===== src/rtl/sif_wa_responder.sv =====
// sif_wa_responder: single-outstanding register responder with programmable wait states,
// address/op error decode and saturating completion counters.
module sif_wa_responder #(
    parameter int ADDR_W   = 4,
    parameter int DATA_W   = 16,
    parameter int DEPTH    = 12,
    parameter int WAIT_CYC = 2
) (
    input  logic              clk,
    input  logic              rst,
    input  logic              wa_wr_s,
    input  logic              wa_rd_s,
    input  logic [ADDR_W-1:0] wa_addr,
    input  logic [DATA_W-1:0] wa_wdata,
    output logic [DATA_W-1:0] wa_rdata,
    output logic              wa_ack,
    output logic              wa_err,
    output logic [15:0]       wr_cnt,
    output logic [15:0]       rd_cnt,
    output logic [15:0]       err_cnt
);
    typedef enum logic [1:0] {
        S_IDLE = 2'd0,
        S_WAIT = 2'd1,
        S_RESP = 2'd2,
        S_DONE = 2'd3
    } state_t;

    localparam logic [1:0]      OP_IDLE   = 2'b00;
    localparam logic [1:0]      OP_READ   = 2'b01;
    localparam logic [1:0]      OP_WRITE  = 2'b10;
    localparam logic [1:0]      OP_ILL    = 2'b11;
    localparam logic [3:0]      WAIT_INIT = 4'(WAIT_CYC);
    localparam logic [ADDR_W:0] DEPTH_L   = (ADDR_W+1)'(DEPTH);

    function automatic logic [15:0] sat_inc(input logic [15:0] v);
        if (v == 16'hFFFF) begin
            sat_inc = v;
        end else begin
            sat_inc = v + 16'd1;
        end
    endfunction

    // Extra MSB on the compare so DEPTH == 2**ADDR_W never wraps.
    function automatic logic is_err(input logic [1:0] op, input logic [ADDR_W-1:0] addr);
        is_err = (op == OP_ILL) || ({1'b0, addr} >= DEPTH_L);
    endfunction

    state_t              state_q, state_d;
    logic [3:0]          cnt_q, cnt_d;
    logic [1:0]          op_q, op_d;
    logic [ADDR_W-1:0]   addr_q, addr_d;
    logic [DATA_W-1:0]   wdata_q, wdata_d;
    logic [DATA_W-1:0]   mem_q [DEPTH];
    logic [DATA_W-1:0]   mem_d [DEPTH];
    logic                ack_q, ack_d;
    logic                err_q, err_d;
    logic [DATA_W-1:0]   rdata_q, rdata_d;
    logic [15:0]         wr_cnt_q, wr_cnt_d;
    logic [15:0]         rd_cnt_q, rd_cnt_d;
    logic [15:0]         err_cnt_q, err_cnt_d;
    logic [1:0]          req_op_s;

    // Next-state, capture, memory update and registered-output computation.
    always_comb begin
        state_d   = state_q;
        cnt_d     = cnt_q;
        op_d      = op_q;
        addr_d    = addr_q;
        wdata_d   = wdata_q;
        mem_d     = mem_q;
        wr_cnt_d  = wr_cnt_q;
        rd_cnt_d  = rd_cnt_q;
        err_cnt_d = err_cnt_q;
        req_op_s  = {wa_wr_s, wa_rd_s};

        case (state_q)
            S_IDLE: begin
                if (req_op_s != OP_IDLE) begin
                    op_d    = req_op_s;
                    addr_d  = wa_addr;
                    wdata_d = wa_wdata;
                    cnt_d   = WAIT_INIT;
                    state_d = (WAIT_INIT == 4'd0) ? S_RESP : S_WAIT;
                end else begin
                    state_d = S_IDLE;
                end
            end
            S_WAIT: begin
                if (cnt_q > 4'd1) begin
                    cnt_d   = cnt_q - 4'd1;
                    state_d = S_WAIT;
                end else begin
                    cnt_d   = 4'd0;
                    state_d = S_RESP;
                end
            end
            S_RESP: begin
                state_d = S_DONE;
                if (is_err(op_q, addr_q)) begin
                    err_cnt_d = sat_inc(err_cnt_q);
                end else if (op_q == OP_WRITE) begin
                    wr_cnt_d = sat_inc(wr_cnt_q);
                    for (int i = 0; i < DEPTH; i++) begin
                        mem_d[i] = (addr_q == ADDR_W'(i)) ? wdata_q : mem_q[i];
                    end
                end else if (op_q == OP_READ) begin
                    rd_cnt_d = sat_inc(rd_cnt_q);
                end else begin
                    err_cnt_d = err_cnt_q;
                end
            end
            S_DONE: begin
                if (!wa_wr_s && !wa_rd_s) begin
                    state_d = S_IDLE;
                end else begin
                    state_d = S_DONE;
                end
            end
            default: begin
                state_d = S_IDLE;
            end
        endcase

        // Outputs are registered: they rise together with entry into S_RESP.
        ack_d   = (state_d == S_RESP);
        err_d   = ack_d && is_err(op_d, addr_d);
        rdata_d = {DATA_W{1'b0}};
        for (int i = 0; i < DEPTH; i++) begin
            rdata_d = (ack_d && !err_d && (op_d == OP_READ) && (addr_d == ADDR_W'(i)))
                      ? mem_q[i] : rdata_d;
        end
    end

    // State, capture registers, memory and counters with synchronous reset.
    always_ff @(posedge clk) begin
        if (rst) begin
            state_q   <= S_IDLE;
            cnt_q     <= 4'd0;
            op_q      <= OP_IDLE;
            addr_q    <= {ADDR_W{1'b0}};
            wdata_q   <= {DATA_W{1'b0}};
            ack_q     <= 1'b0;
            err_q     <= 1'b0;
            rdata_q   <= {DATA_W{1'b0}};
            wr_cnt_q  <= 16'd0;
            rd_cnt_q  <= 16'd0;
            err_cnt_q <= 16'd0;
            for (int i = 0; i < DEPTH; i++) begin
                mem_q[i] <= {DATA_W{1'b0}};
            end
        end else begin
            state_q   <= state_d;
            cnt_q     <= cnt_d;
            op_q      <= op_d;
            addr_q    <= addr_d;
            wdata_q   <= wdata_d;
            ack_q     <= ack_d;
            err_q     <= err_d;
            rdata_q   <= rdata_d;
            wr_cnt_q  <= wr_cnt_d;
            rd_cnt_q  <= rd_cnt_d;
            err_cnt_q <= err_cnt_d;
            mem_q     <= mem_d;
        end
    end

    assign wa_ack   = ack_q;
    assign wa_err   = err_q;
    assign wa_rdata = rdata_q;
    assign wr_cnt   = wr_cnt_q;
    assign rd_cnt   = rd_cnt_q;
    assign err_cnt  = err_cnt_q;

endmodule


===== config.mk =====
export PLATFORM = sky130hd
export DESIGN_NAME = sif_wa_responder
export DESIGN_NICKNAME = d
export VERILOG_FILES = /design/src/rtl/sif_wa_responder.sv
export SDC_FILE = /design/constraint.sdc
export NUM_CORES = 1
export LEC_CHECK = 0
export CORE_MARGIN = 5
export CORE_UTILIZATION = 35
export DETAILED_ROUTE_END_ITERATION = 6
export GPL_TIMING_DRIVEN = 1
export PLACE_DENSITY_LB_ADDON = 0.12
export SETUP_SLACK_MARGIN = 0.02
export SYNTH_ARGS = -nofsm -noshare
export SYNTH_HDL_FRONTEND = slang
export SYNTH_SLANG_ARGS = --single-unit

===== constraint.sdc =====
create_clock -name clk -period 2.8 [get_ports clk]
set_input_delay 0.56 -clock clk [delete_from_list [all_inputs] [get_ports clk]]
set_output_delay 0.56 -clock clk [all_outputs]
set_load 0.02 [all_outputs]

==> metrics.md <==
| Metric | Value |
|---|---|
| Global-route congestion overflow total | `0` |
| Biggest fanout along the worst timing path | `8` |
| Minimum period implied by the final worst setup slack | `2.71 ns` |
| Worst Setup End Kind | `flip-flop` |
| Synth top area cells | `sky130_fd_sc_hd__dfxtp_1 45%, sky130_fd_sc_hd__nand2_1 11%, sky130_fd_sc_hd__a21oi_1 9.2%, sky130_fd_sc_hd__nand3_1 4.2%, sky130_fd_sc_hd__nor2_1 2.9%` |
| Unrepaired setup endpoints after global routing | `no` |
| Die X | `201 um` |
| Startpoint class of the critical path | `flip-flop` |
| Largest voltage drop on the vdd net | `334 uV` |
| Run status | `completed` |
| DRC violation count after routing | `0` |
| Register area share after synthesis | `45.0%` |
| Sequential share of power | `41.3%` |
| EDFF count, synth | `0` |
| TritonCTS clock tree | `built` |
| Setup skew after layout | `0.0216 ns` |
| Portion of the clock cycle consumed by the worst path in the final layout | `96.6%` |
| Arr. time, crit path | `3.13 ns` |
| Root Buffer Master | `sky130_fd_sc_hd__clkbuf_16` |
| Share of synthesized flip-flops with an asynchronous set or reset | `0%` |
| Comb power frac | `16.3%` |
| Post-CTS Hold Fix Bufs | `0` |
| Fraction of layout cells with a size suffix above 1 | `12.2%` |
| Largest area contributor in the netlist | `sky130_fd_sc_hd__dfxtp_1` |
| Cell depth of the worst hold path | `2` |
| Diode count | `0` |
| Initial drt markers | `1,163` |
| Post-CTS Setup Bufs | `0` |
| First-pass iteration count of the detailed router | `5` |
| Largest net degree at the start of global routing | `130` |
| H-tree level count | `2` |
| Critical Path Slowest Stage Cell | `sky130_fd_sc_hd__nor2_1` |
| Reg2Reg Capture Point | `wa_rdata[3]$_SDFF_PP0_` |
| Clock latency on the worst-skew pair | `0.53 ns` |
| Post-layout net count | `1,764` |
| Count of max-cap constraint violations | `0` |
| Core box area | `35,700 um^2` |
| Syn Nets | `1,642` |
| Placed cell count | `2,159` |
| Switching pwr | `3350 uW` |
| Number of antenna violations at the first check in global routing | `0` |
| Wire length of the first global-routing pass | `71,600 um` |
| Switching power share of the total | `30.4%` |
| Vias in the first global route | `11,458` |
| Unique cell type count in the Yosys netlist | `82` |
| Register-to-register path setup slack | `0.09 ns` |
| Synthesis Warnings | `0` |
| Post-route worst hold slack | `0.421 ns` |
| Class of the tightest hold or removal check | `input port to flip-flop` |
| Post-CTS sizing | `0` |
| Cell leakage power | `0.00557 uW` |
| Most used DFF post-synth | `sky130_fd_sc_hd__dfxtp_1` |
| Initial core utilization | `35.6%` |
| Power after layout | `11,000 uW` |
| Signed area change from the synthesized netlist to the final layout | `24.7%` |
| Clock share of power | `42.4%` |
| Most frequent cells in the layout | `383 x sky130_fd_sc_hd__nand2_1, 286 x sky130_fd_sc_hd__dfxtp_1, 235 x sky130_fd_sc_hd__a21oi_1` |
| Die Height | `201 um` |
| Category of the most critical setup path | `flip-flop to flip-flop` |
| I/O pins | `90` |
| Post-route setup TNS | `0 ns` |
| Worst Path Required | `3.23 ns` |
| Hold Vio Cnt, Final | `0` |
| Register bit total from synthesis | `286` |
| Ratio of total power to cell area | `695 nW/um^2` |
| Beginning of the worst hold path | `rst` |
| Inserted Clock Buffers | `35` |
| Slew Limit Fails | `0` |
| Worst stage delay on the critical path | `0.67 ns` |
| Final ANT Viol Nets | `0` |
| Area of all placed cells without fillers | `15,900 um^2` |
| Netlist area before placement | `12,700 um^2` |
| Worst r2r path cells | `7` |
| HPWL reported at the end of detailed placement | `32,200 um` |
| Global placer's final weighted congestion | `0.925` |
| Area enclosed by the die boundary | `40,300 um^2` |
| Max Clock Freq | `0.370 GHz` |
| Worst-margin pin slew | `0.844 ns` |
| Clock-pin slew on the worst setup and hold paths | `0.06 ns` |
| Remaining max-slew budget at the tightest pin | `43.7%` |
| Internal portion of total power | `7670 uW` |
| Cell count after synthesis | `1,613` |
| Non-filler instance count after layout | `2,221` |
| Vias per Instance | `5.51` |
| Worst-case hold path end point | `mem_q[3]$_SDFFE_PP0P_` |
| Reg-to-reg critical path startpoint | `addr_q[1]$_SDFF_PP0_` |
| Max clock buf depth | `3` |
| Aggregate global-route resource usage | `22.3%` |
| Synth Area per Inst | `7.89 um^2` |
| Vias after detailed routing | `12,240` |
| CTS sink cnt | `286` |
| Number of buffers added on ports | `89` |
| Most common library cell in the layout ignoring fill and taps | `sky130_fd_sc_hd__nand2_1` |
| Critical-path cell list | `nor2_1, o21ai_1, a21oi_2, o2bb2ai_1, a2111oi_1, buf_4, o32ai_1` |
| Setup-failing EPs final | `0` |
| Share of Yosys cell area claimed by the top area cell type | `45.0%` |
| Site Rows | `69` |
| Aggregate routed wire length | `46,600 um` |
| Post-place instance area | `14,700 um^2` |
| Detail-routed net length per standard cell | `21.0 um` |
==> cells by family after synthesis <==
kind of cell | synth area share [%]
flip-flops | 45.0
buffers and inverters | 4.18
multiplexers | 2.47
XOR/XNOR | 2.68
AND/OR/NAND/NOR | 25.6
AO/OA/AOI/OAI | 19.6
adder cells (fa/ha/maj) | 0.492
==> routing by layer <==
layer / wire (um) / up-vias / track usage [%]
met5: 0 / - / 0
met2: 20600 / 413 / 34.5
li1: - / 5870 / -
met1: 21700 / 5893 / 32.9
met4: 941 / 0 / 4.94
met3: 3310 / 64 / 3.36
==> power groups by stage <==
stage / combinational, uW / sequential, uW / clock, uW
finish: 1800 / 4550 / 4670
detailed placement: 1770 / 4630 / 0
global route: 1940 / 4570 / 4920
floorplan: 1130 / 4380 / 0
CTS: 1780 / 4540 / 4770
global placement: 1750 / 4630 / 0
==> registers in the layout (all words and copies together), names as in the netlist <==
signal / cells
state_q: 2
op_q: 2
cnt_q: 4
addr_q: 4
mem_q: 192
wdata_q: 16
wa_err: 1
rd_cnt: 16
wa_ack: 1
err_cnt: 16
wa_rdata: 16
wr_cnt: 16
==> area by class of cell <==
cell class,instances,area [um^2]
repair buffers,207,1860
clock buffers,50,1020
flip-flops and latches,286,5730
multi-input cells,1195,6480
well taps,461,577
inverters,10,37.5
clock inverters,12,156
fillers,3613,19900
==> stage by stage <==
stage,utilization [%],setup WS (ns)
after floorplan,-,0.646
after global placement,41.1,-0.101
after detailed placement,41.1,-0.162
after CTS,44.4,0.160
after global routing,44.4,0.0543
final,44.4,0.0948
==> how the worst max path moves through the flow <==
stage | cells past startpoint | from | end
2_1_floorplan | 9 | cnt_q[0]$_SDFFE_PP0P_ | wa_rdata[15]$_SDFF_PP0_
3_3_place_gp | 10 | wa_rd_s | wa_rdata[3]$_SDFF_PP0_
3_5_place_dp | 10 | wa_rd_s | wa_rdata[3]$_SDFF_PP0_
4_1_cts | 9 | cnt_q[0]$_SDFFE_PP0P_ | wa_rdata[3]$_SDFF_PP0_
5_1_grt | 10 | cnt_q[0]$_SDFFE_PP0P_ | wa_rdata[3]$_SDFF_PP0_
6_report | 7 | addr_q[1]$_SDFF_PP0_ | wa_rdata[3]$_SDFF_PP0_
==> cell usage after synthesis (7+ instances only) <==
cell type,count
sky130_fd_sc_hd__and3_1,22
sky130_fd_sc_hd__nand2_1,383
sky130_fd_sc_hd__nand2b_1,8
sky130_fd_sc_hd__clkbuf_1,91
sky130_fd_sc_hd__nor4_1,8
sky130_fd_sc_hd__xnor2_1,11
sky130_fd_sc_hd__inv_1,10
sky130_fd_sc_hd__nand3_1,107
sky130_fd_sc_hd__nor3_1,17
sky130_fd_sc_hd__mux2i_1,28
sky130_fd_sc_hd__nor2_1,98
sky130_fd_sc_hd__or3_1,10
sky130_fd_sc_hd__xor2_1,28
sky130_fd_sc_hd__a211oi_1,14
sky130_fd_sc_hd__nand4_1,14
sky130_fd_sc_hd__o21ai_0,32
sky130_fd_sc_hd__o2bb2ai_1,8
sky130_fd_sc_hd__a31oi_1,9
sky130_fd_sc_hd__o211a_1,9
sky130_fd_sc_hd__buf_2,29
sky130_fd_sc_hd__a21oi_1,235
sky130_fd_sc_hd__a21o_1,9
sky130_fd_sc_hd__dfxtp_1,286
sky130_fd_sc_hd__a22oi_1,7
sky130_fd_sc_hd__o22ai_1,12
==> worst max-delay path, delay by kind of cell, from the launching register on <==
kind / cells / cell delay (ns)
and+or+nand+nor: 1 / 0.67
DFF: 1 / 0.43
buffers and inverters: 1 / 0.15
AOI/OAI and AO/OA: 5 / 1.35
No activity file was read; power rests on OpenSTA's default activity.
